File: config.mk
export PLATFORM = sky130hd
export DESIGN_NAME = controller_3
export DESIGN_NICKNAME = d
export VERILOG_FILES = /design/src/rtl/controller_3.sv
export SDC_FILE = /design/constraint.sdc
export NUM_CORES = 1
export LEC_CHECK = 0
export ABC_AREA = 1
export BUFFER_PORTS_ARGS = -buffer_cell sky130_fd_sc_hd__clkbuf_2
export CORE_AREA = 2 2 43 45
export DETAILED_ROUTE_END_ITERATION = 12
export DIE_AREA = 0 0 45 47
export PLACE_DENSITY_LB_ADDON = 0.1
export SYNTH_ARGS = -nofsm -noshare
export SYNTH_HDL_FRONTEND = slang
export SYNTH_SLANG_ARGS = --single-unit
File: constraint.sdc
create_clock -name clk -period 0.9 [get_ports clk]
set_input_delay 0.09 -clock clk [delete_from_list [all_inputs] [get_ports clk]]
set_output_delay 0.09 -clock clk [all_outputs]
set_load 0.05 [all_outputs]
File: src/rtl/controller_3.sv
// Main control FSM for a 32-bit multicycle processor: sequences fetch, decode,
// execute, memory and writeback, and drives every datapath select and enable.
module controller_3 (
  input  logic       clk,
  input  logic       reset,
  input  logic [5:0] opcode,
  output logic       PCWrite,
  output logic       PCWriteCond,
  output logic       DMEMWrite,
  output logic       IRWrite,
  output logic [1:0] MemtoReg,
  output logic [1:0] PCSource,
  output logic [3:0] ALUSel,
  output logic       ALUSrcA,
  output logic [1:0] ALUSrcB,
  output logic       RegWrite,
  output logic       RegReadSel
);

  typedef enum logic [3:0] {
    S0  = 4'd0,  S1  = 4'd1,  S2  = 4'd2,  S3  = 4'd3,  S4  = 4'd4,
    S5  = 4'd5,  S6  = 4'd6,  S7  = 4'd7,  S8  = 4'd8,  S9  = 4'd9,
    S10 = 4'd10, S11 = 4'd11, S12 = 4'd12, S14 = 4'd14
  } state_t;

  localparam logic [3:0] ALU_ADD = 4'b0010;
  localparam logic [3:0] ALU_SUB = 4'b0011;

  state_t state, next_state;

  // NOTE: state registers use <= so every flop samples pre-edge values.
  always_ff @(posedge clk or negedge reset) begin
    if (!reset) state <= S0;
    else        state <= next_state;
  end

  // NOTE: every output gets a default first, so no path leaves one unassigned
  // and no latch is inferred.
  always_comb begin
    next_state  = S0;
    PCWrite     = 1'b0;
    PCWriteCond = 1'b0;
    DMEMWrite   = 1'b0;
    IRWrite     = 1'b0;
    MemtoReg    = 2'b00;
    PCSource    = 2'b00;
    ALUSel      = 4'b0000;
    ALUSrcA     = 1'b0;
    ALUSrcB     = 2'b00;
    RegWrite    = 1'b0;
    RegReadSel  = 1'b0;
    unique case (state)
      S0: begin
        IRWrite    = 1'b1;
        PCWrite    = 1'b1;
        ALUSrcB    = 2'b01;
        ALUSel     = ALU_ADD;
        next_state = S1;
      end
      S1: begin
        // PC + sign-extended offset is precomputed into ALUOut for BEQ.
        ALUSrcB = 2'b10;
        ALUSel  = ALU_ADD;
        casez (opcode)
          6'b010???:                      next_state = S2;
          6'b110010, 6'b110011, 6'b110111: next_state = S3;
          6'b110100, 6'b110101, 6'b110110: next_state = S4;
          6'b111011:                      next_state = S5;
          6'b000001, 6'b100000, 6'b111001,
          6'b111010, 6'b111100:           next_state = S14;
          default:                        next_state = S0;
        endcase
      end
      S2, S3, S4: begin
        ALUSrcA    = 1'b1;
        ALUSrcB    = (state == S2) ? 2'b00 : (state == S3) ? 2'b10 : 2'b11;
        ALUSel     = {1'b0, opcode[2:0]};
        next_state = S6;
      end
      S5: begin
        ALUSrcA    = 1'b1;
        ALUSrcB    = 2'b10;
        ALUSel     = ALU_ADD;
        next_state = S7;
      end
      S6: begin
        RegWrite = 1'b1;
        MemtoReg = 2'b00;
      end
      S7: begin
        RegWrite = 1'b1;
        MemtoReg = 2'b01;
      end
      S14: begin
        RegReadSel = 1'b1;
        unique case (opcode)
          6'b000001: next_state = S12;
          6'b100000: next_state = S11;
          6'b111001: next_state = S9;
          6'b111010: next_state = S10;
          6'b111100: next_state = S8;
          default:   next_state = S0;
        endcase
      end
      S8: begin
        RegReadSel = 1'b1;
        ALUSrcA    = 1'b1;
        ALUSrcB    = 2'b10;
        ALUSel     = ALU_ADD;
        DMEMWrite  = 1'b1;
      end
      S9: begin
        RegWrite = 1'b1;
        MemtoReg = 2'b10;
      end
      S10: begin
        RegWrite = 1'b1;
        MemtoReg = 2'b11;
      end
      S11: begin
        RegReadSel  = 1'b1;
        ALUSrcA     = 1'b1;
        ALUSrcB     = 2'b00;
        ALUSel      = ALU_SUB;
        PCWriteCond = 1'b1;
        PCSource    = 2'b01;
      end
      S12: begin
        PCWrite  = 1'b1;
        PCSource = 2'b10;
      end
      default: next_state = S0;
    endcase
  end

endmodule

# ---- Word level (Yosys, flattened, before mapping)
# Index checks and enable logic that the tools add are counted.
dict set report totals {
  ff_bits 4
  in_bits 8
  output_inout_bits 17
  wordCells 54
}
dict set report classes {
  eq_ne 26
  n_mux 16
  reduce_logical 11
}
# operator n
set op_table {}
lappend op_table {{6-bit equality test (second input constant)} 11}
lappend op_table {{4-bit case mux with 5 select lines} 3}
lappend op_table {{4-bit equality test (second input constant)} 6}
lappend op_table {{4-bit by 3-bit equality test with 1-bit output (second input constant)} 4}
lappend op_table {{3-bit OR reduction} 5}
lappend op_table {{2-bit case mux with 3 select lines} 2}
lappend op_table {{3-bit case mux with 3 select lines} 1}
lappend op_table {{4-bit by 2-bit equality test with 1-bit output (second input constant)} 2}
lappend op_table {{1-bit two-way mux} 8}
lappend op_table {{4-bit OR reduction} 2}
lappend op_table {{6-bit by 1-bit equality test with 1-bit output (second input constant)} 1}
lappend op_table {{6-bit OR reduction} 1}
lappend op_table {{5-bit OR reduction} 1}
lappend op_table {{4-bit by 1-bit equality test with 1-bit output (second input constant)} 1}
lappend op_table {{4-bit zero test} 1}
lappend op_table {{2-bit case mux with 2 select lines} 1}
lappend op_table {{3-bit by 2-bit equality test with 1-bit output (second input constant)} 1}
lappend op_table {{2-bit two-way mux} 1}
lappend op_table {{2-bit OR reduction} 1}

# ---- Logic depth before layout (Yosys ltp)
# Gate-level depths: netlist of run 1.
dict set report depth {
  word_depth 4
  depth_mapped 9
  mapped_depth_nobuf 9
}

# ---- Least setup slack after synthesis of run 1
# No wires, ideal clock.
dict set report synth_path {
  kind {reg2out}
  start {register state[2]}
  end {output port ALUSel[0]}
  arrival_time_ns 2.005
  required_time_ns 0.810
  path_slack_ns -1.195
  stages_incl_launch_ff 6
  path_buffers 0
  cell_sequence {dfrtp_1 > inv_1 > nand2_1 > nor2_1 > inv_1 > o21ai_0}
}
dict set report synth_via {
  elab_chain_len 3
}
# element line
set synth_rtl {}
lappend synth_rtl {{start: declaration} 29} ;# state_t state, next_state;
lappend synth_rtl {{start signal: assignment} 34} ;# else state <= next_state;
lappend synth_rtl {{4-bit by 1-bit equality test with 1-bit output (tied with other cells)} 52} ;# unique case (state)
lappend synth_rtl {{4-bit OR reduction (no source line) or 3-bit OR reduction (tied branches)} --}
lappend synth_rtl {{3-bit case mux with 3 select lines *} 52}
lappend synth_rtl {{end: declaration} 13} ;# output logic [3:0] ALUSel,
# Every way passes the cells marked *; elsewhere a longest branch is shown, timed or not.

# ---- Worst setup path in the final report of run 1
dict set report layout_path {
  start {register state[3]}
  end {output port ALUSel[0]}
}
# Same word-level chain as after synthesis.

==> reports/qor.yml, run 1 <==
cp-start-kind: "register"
drv_slew: 0
violations: "setup timing"
grt_first_pass_wirelength_um: 3240
grt_usage_pct: 21.5
die_y_um: 47
tritoncts: "done"
synth.distinct_cells: 21
finalHoldViolations: 0
min_path_type: "input port to async pin"
drtAntennaViolNets: 0
core_um2: 1650
numCtsBuffers: 3
routed_wl_um: 2490
synthCells: 99
gp_congestion: 0.802
p_per_area_nw_per_um2: 3680
row_count: 15
cts.sinks: 4
critPathMaxStageDelay_ps: 400
fin_crit_sh_pct: 178
syn_nets: 107
crit_fanout: 4
status: "finished, violations left"
grt_pass1_vias: 777
cap_violations: 0
cp.arrival_ps: 1510
path_clk_slew_ps: 40
drcViolationCount: 0
num_antenna_cells: 0
crit_family: "buffers and inverters"
path_cells: "inv_2, nand4_1, o21ai_2, inv_2, o21ai_2, clkbuf_8"
fin_ws_ps: -698
vias: 862
dp_cells: 156
seq_area_frac_synth_pct: 18.1
numPortBuffers: 23
period_minus_slack_ps: 1600
grt_antenna_before_repair: 0
synth_area_per_cell_um2: 5.59
ys_ff_latch: 4
grt_max_degree: 7
largest_register_ffs: 4
worst-endpoint-required_ps: 810
dieArea_um2: 2120
top_regs: "state (4)"
num_io_pins: 25
insertion_delay_ps: 230
drive_above_1_share_pct: 69.1
clockRootBuffer: "clkbuf_4"
start_util_pct: 33.5
grt-ovfl-total: 0
final_cell_mix: "17 x buf_4, 12 x nand2_1, 12 x nor2_4, 12 x buf_8"
die_x_um: 45
vdd_drop_max_v: 0.00225
drt-wirelength-per-cell_um: 14.8
hpwl_um: 1430
syn_area_um2: 553
largest-register: "state"
worst_path_max_delay_cell: "dfrtp_1"
htree_levels: 1
nets: 162
clock.fmax_ghz: 0.626
worst_setup_path_end_kind: "output pin"
viasPerCell: 5.10
leakage_nw: 0.635
final_common_cell: "buf_4"
area_growth_pct: 138
path_class: "register to output pin"
finalPower_mw: 4.85
drt_first_pass_iters: 4
crit_buf_inv: 3
cts_max_path_buffers: 2
instances_no_fill: 169
fin_skew_ps: 3.24
drt-initial-drc-count: 19
rsz0062_at_grt: "yes"
yosysWarnings: 0
finalSetupViolations: 20
place_ws_ps: -459
stage by stage:
stage | area, um2 | setup TNS (ps) | hold slack [ps] | utilization [%]
3_5_place_dp | 913 | -6860 | -102 | 55.3
3_3_place_gp | 913 | -6290 | -103 | 55.3
4_1_cts | 1190 | -9650 | 196 | 71.8
2_1_floorplan | 637 | -7130 | -206 | -
6_report | 1320 | -10380 | 203 | 79.7
5_1_grt | 1320 | -11470 | 220 | 79.7
layout make-up:
cell class,instances,area (um2)
Multi-Input combinational cell,77,557
Timing Repair Buffer,52,552
Fill cell,105,335
Sequential cell,4,101
Inverter,16,62.6
Clock buffer,3,22.5
Tap cell,17,21.3
cell families (layout without fill, tap and decap cells):
family	count (synthesis)	count (layout)	share of synthesized area, %
buffers and inverters	18	71	13.6
other	1	1	0.678
AOI/OAI and AO/OA	12	12	12.4
and+or+nand+nor	64	64	55.2
DFF	4	4	18.1
power by group:
part / leakage (nW) / switching [mW] / total (mW) / internal, mW
clock network: 0.0138 / 0.0653 / 0.214 / 0.149
logic: 0.571 / 2.43 / 4.29 / 1.86
registers: 0.0494 / 0.0925 / 0.349 / 0.256
routing by layer:
metal / part of all wire [%] / wire length, um / global-route usage (%)
met1: 36 / 896 / 23.4
met5: 0 / 0 / 0
met4: 3.0 / 74 / 12.4
met3: 4.3 / 108 / 2.69
met2: 57 / 1410 / 40.0
worst paths after layout:
check                      slack, ps                  to  cells after the start          startpoint
max                             -700           ALUSel[0]                      6  state[3]$_DFF_PN0_
min                              200  state[3]$_DFF_PN0_                      2               reset
max reg2reg                     -530  state[2]$_DFF_PN0_                      9  state[3]$_DFF_PN0_
min reg2reg                      870  state[1]$_DFF_PN0_                      5  state[0]$_DFF_PN0_
max in group asynchronous        560  state[0]$_DFF_PN0_                      2               reset
min in group clk                 330  state[1]$_DFF_PN0_                      6           opcode[5]
synthesized netlist by cell type:
master    number  area share, %
nand3_2        3            5.4
o21ai_2        1            1.6
nand3b_1       1            1.4
nand2_1       19             13
dfrtp_1        4             18
a21oi_1        6            5.4
inv_1         11            7.5
conb_1         1           0.68
nor2_4         1            2.0
nand3_1        5            4.5
nor3b_1        1            1.4
buf_4          2            2.7
inv_2          5            3.4
nand2_2        4            4.5
nand4_1        1            1.1
nor2_2         4            4.5
nor2_1        23             16
o22ai_1        2            2.3
o21ai_0        2            1.8
o211ai_1       1            1.4
nor3_1         2            1.8
timing repair:
action | in CTS | in global routing
gates resized for setup | 49 | 33
endpoints found under the setup margin | 20 | 20
hold buffers | 1 | 0
endpoints found under the hold margin | 4 | 0
pin swaps | 2 | 9
buffers inserted | 4 | 5
Power figures use the tool's default switching activity.
==> run 2, diff against run 1 <==
--- a/config.mk
+++ b/config.mk
@@ -7,9 +7,9 @@
 export LEC_CHECK = 0
 export ABC_AREA = 1
 export BUFFER_PORTS_ARGS = -buffer_cell sky130_fd_sc_hd__clkbuf_2
-export CORE_AREA = 2 2 43 45
+export CORE_AREA = 5 5 46 48
 export DETAILED_ROUTE_END_ITERATION = 12
-export DIE_AREA = 0 0 45 47
+export DIE_AREA = 0 0 51 53
 export PLACE_DENSITY_LB_ADDON = 0.1
 export SYNTH_ARGS = -nofsm -noshare
 export SYNTH_HDL_FRONTEND = slang
==> run 2 against run 1 <==
The run still ends with setup timing left. Combinational power is 4% higher. Clock skew fell by 1.1 ps. Wire length down 9.1%. Via count shrank 3.5%. Die area grew 28%. First-iteration DRC count fell by 32%.
==> reports/qor.yml, run 2 (same netlist as run 1, synthesis figures left out) <==
finalHoldViolations: 0  # unchanged
r2r.worst_path.cells: 10  # was 9
clock.fmax_ghz: 0.635  # was 0.626 GHz
fin_crit_sh_pct: 175  # was 178%
drcViolationCount: 0  # unchanged
grt_pass1_vias: 810  # was 777
fin_skew_ps: 2.10  # was 3.24 ps
num_io_pins: 25  # unchanged
hpwl_um: 1460  # was 1430 um
htree_levels: 1  # unchanged
reg2reg_to: "state[1]$_DFF_PN0_"  # was state[2]$_DFF_PN0_
cts_max_path_buffers: 2  # unchanged
drv_slew: 0  # unchanged
multi_input_area_um2: 542  # was 557 um2
worst_hold_slack_ps: 200  # was 203 ps
grt_antenna_before_repair: 0  # unchanged
worst_setup_path_end_kind: "output pin"  # unchanged
period_minus_slack_ps: 1580  # was 1600 ps
gp_congestion: 0.839  # was 0.802
p_per_area_nw_per_um2: 3800  # was 3680 nW/um2
nets: 164  # was 162
clockRootBuffer: "clkbuf_4"  # unchanged
fin_ws_ps: -676  # was -698 ps
fin_util_pct: 79.5  # was 79.7%
rrSetupSlack_ps: -610  # was -530 ps
largest-register: "state"  # unchanged
vdd_drop_max_v: 0.00215  # was 0.00225 V
final-seq-area_um2: 100  # was 101 um2
vias: 832  # was 862
critPathLaunch: "state[2]$_DFF_PN0_"  # was state[3]$_DFF_PN0_
cp.arrival_ps: 1490  # was 1510 ps
insertion_delay_ps: 230  # about the same
cp-start-kind: "register"  # unchanged
path_clk_slew_ps: 40  # about the same
drt-initial-drc-count: 13  # was 19
leakage_nw: 0.647  # was 0.635 nW
row_count: 15  # unchanged
core_um2: 1670  # was 1650 um2
grt-ovfl-total: 0  # unchanged
cap_violations: 0  # unchanged
num_antenna_cells: 0  # unchanged
die_y_um: 53  # was 47 um
routed_wl_um: 2270  # was 2490 um
path_class: "register to output pin"  # unchanged
die_x_um: 51  # was 45 um
rsz0062_at_grt: "yes"  # unchanged
start_util_pct: 33.1  # was 33.5%
numCtsBuffers: 3  # unchanged
drt-wirelength-per-cell_um: 13.3  # was 14.8 um
drive_above_1_share_pct: 65.6  # was 69.1%
grt_usage_pct: 16.5  # was 21.5%
numPortBuffers: 23  # unchanged
min_path_type: "input port to async pin"  # unchanged
drt_first_pass_iters: 4  # unchanged
top_regs: "state (4)"  # unchanged
fillers: 102  # was 105
r2r-start: "state[2]$_DFF_PN0_"  # was state[3]$_DFF_PN0_
crit_fanout: 4  # unchanged
final_common_cell: "buf_4"  # unchanged
drtAntennaViolNets: 0  # unchanged
worst-endpoint-required_ps: 810  # about the same
status: "finished, violations left"  # unchanged
viasPerCell: 4.87  # was 5.10
finalSetupViolations: 20  # unchanged
largest_register_ffs: 4  # unchanged
endpoint: "ALUSrcB[1]"  # was ALUSel[0]
finalPower_mw: 5.05  # was 4.85 mW
violations: "setup timing"  # unchanged
final_cell_mix: "20 x buf_4, 13 x nand2_1, 12 x nor2_1, 11 x nor2_4, 10 x buf_6"  # was 17 x buf_4, 12 x nand2_1, 12 x nor2_4, 12 x buf_8
grt_first_pass_wirelength_um: 3410  # was 3240 um
place_ws_ps: -437  # was -459 ps
grt_max_degree: 7  # unchanged
area_growth_pct: 140  # was 138%
tritoncts: "done"  # unchanged
cts.sinks: 4  # unchanged
dieArea_um2: 2700  # was 2120 um2
==> run 2: through the flow <==
step / cell area, um2 / setup TNS [ps] / cells
detailed placement: 991 / -6480 / 158
global placement: 991 / -6140 / 158
floorplan: 637 / -7130 / 99
CTS: 1230 / -9610 / 166
global route: 1330 / -12320 / 171
finish: 1330 / -11160 / 171
==> run 2: worst min path at each step <==
stage                     start                  to  slack (ps)  cells past startpoint
after detailed placement  reset  state[0]$_DFF_PN0_        -100                      1
after CTS                 reset  state[2]$_DFF_PN0_         200                      2
after global routing      reset  state[1]$_DFF_PN0_         220                      2
after global placement    reset  state[1]$_DFF_PN0_        -100                      1
final                     reset  state[2]$_DFF_PN0_         200                      2
after floorplan           reset  state[0]$_DFF_PN0_        -210                      0
==> run 2: layer usage <==
| metal | up-vias | global-route usage [%] | share of wire, % |
|---|---|---|---|
| met2 | 38 | 29.6 | 54 |
| met1 | 369 | 19.3 | 39 |
| met3 | 2 | 3.38 | 6.1 |
| li1 | 423 | - | - |
| met5 | - | 0 | 0 |
| met4 | 0 | 5.38 | 0.93 |
==> run 2: what timing repair did <==
| item | 4_1_cts | 5_1_grt |
|---|---|---|
| gates resized for setup | 39 | 24 |
| pin swaps | 5 | 6 |
| buffers inserted | 4 | 7 |
| endpoints found under the setup margin | 20 | 20 |
| hold buffers | 1 | 0 |
| endpoints found under the hold margin | 4 | 0 |
==> run 2: where the power goes <==
| group | leakage [nW] | internal [mW] | switching (mW) |
|---|---|---|---|
| logic | 0.583 | 2.08 | 2.39 |
| clock network | 0.0138 | 0.149 | 0.0696 |
| registers | 0.0507 | 0.252 | 0.102 |
==> run 2: worst max-delay path, cell delays in order (launching register included) <==
cell,delay (ps)
dfrtp_1,440
inv_2,140
nand2_4,100
nor2_4,200
a21oi_2,60
o211ai_1,100
clkbuf_8,220
==> run 2: cell type report <==
cell class	count	share of cell area [%]
Timing Repair Buffer	54	43.6
Sequential cell	4	7.54
Multi-Input combinational cell	77	40.8
Inverter	16	4.71
Tap cell	17	1.60
Clock buffer	3	1.70
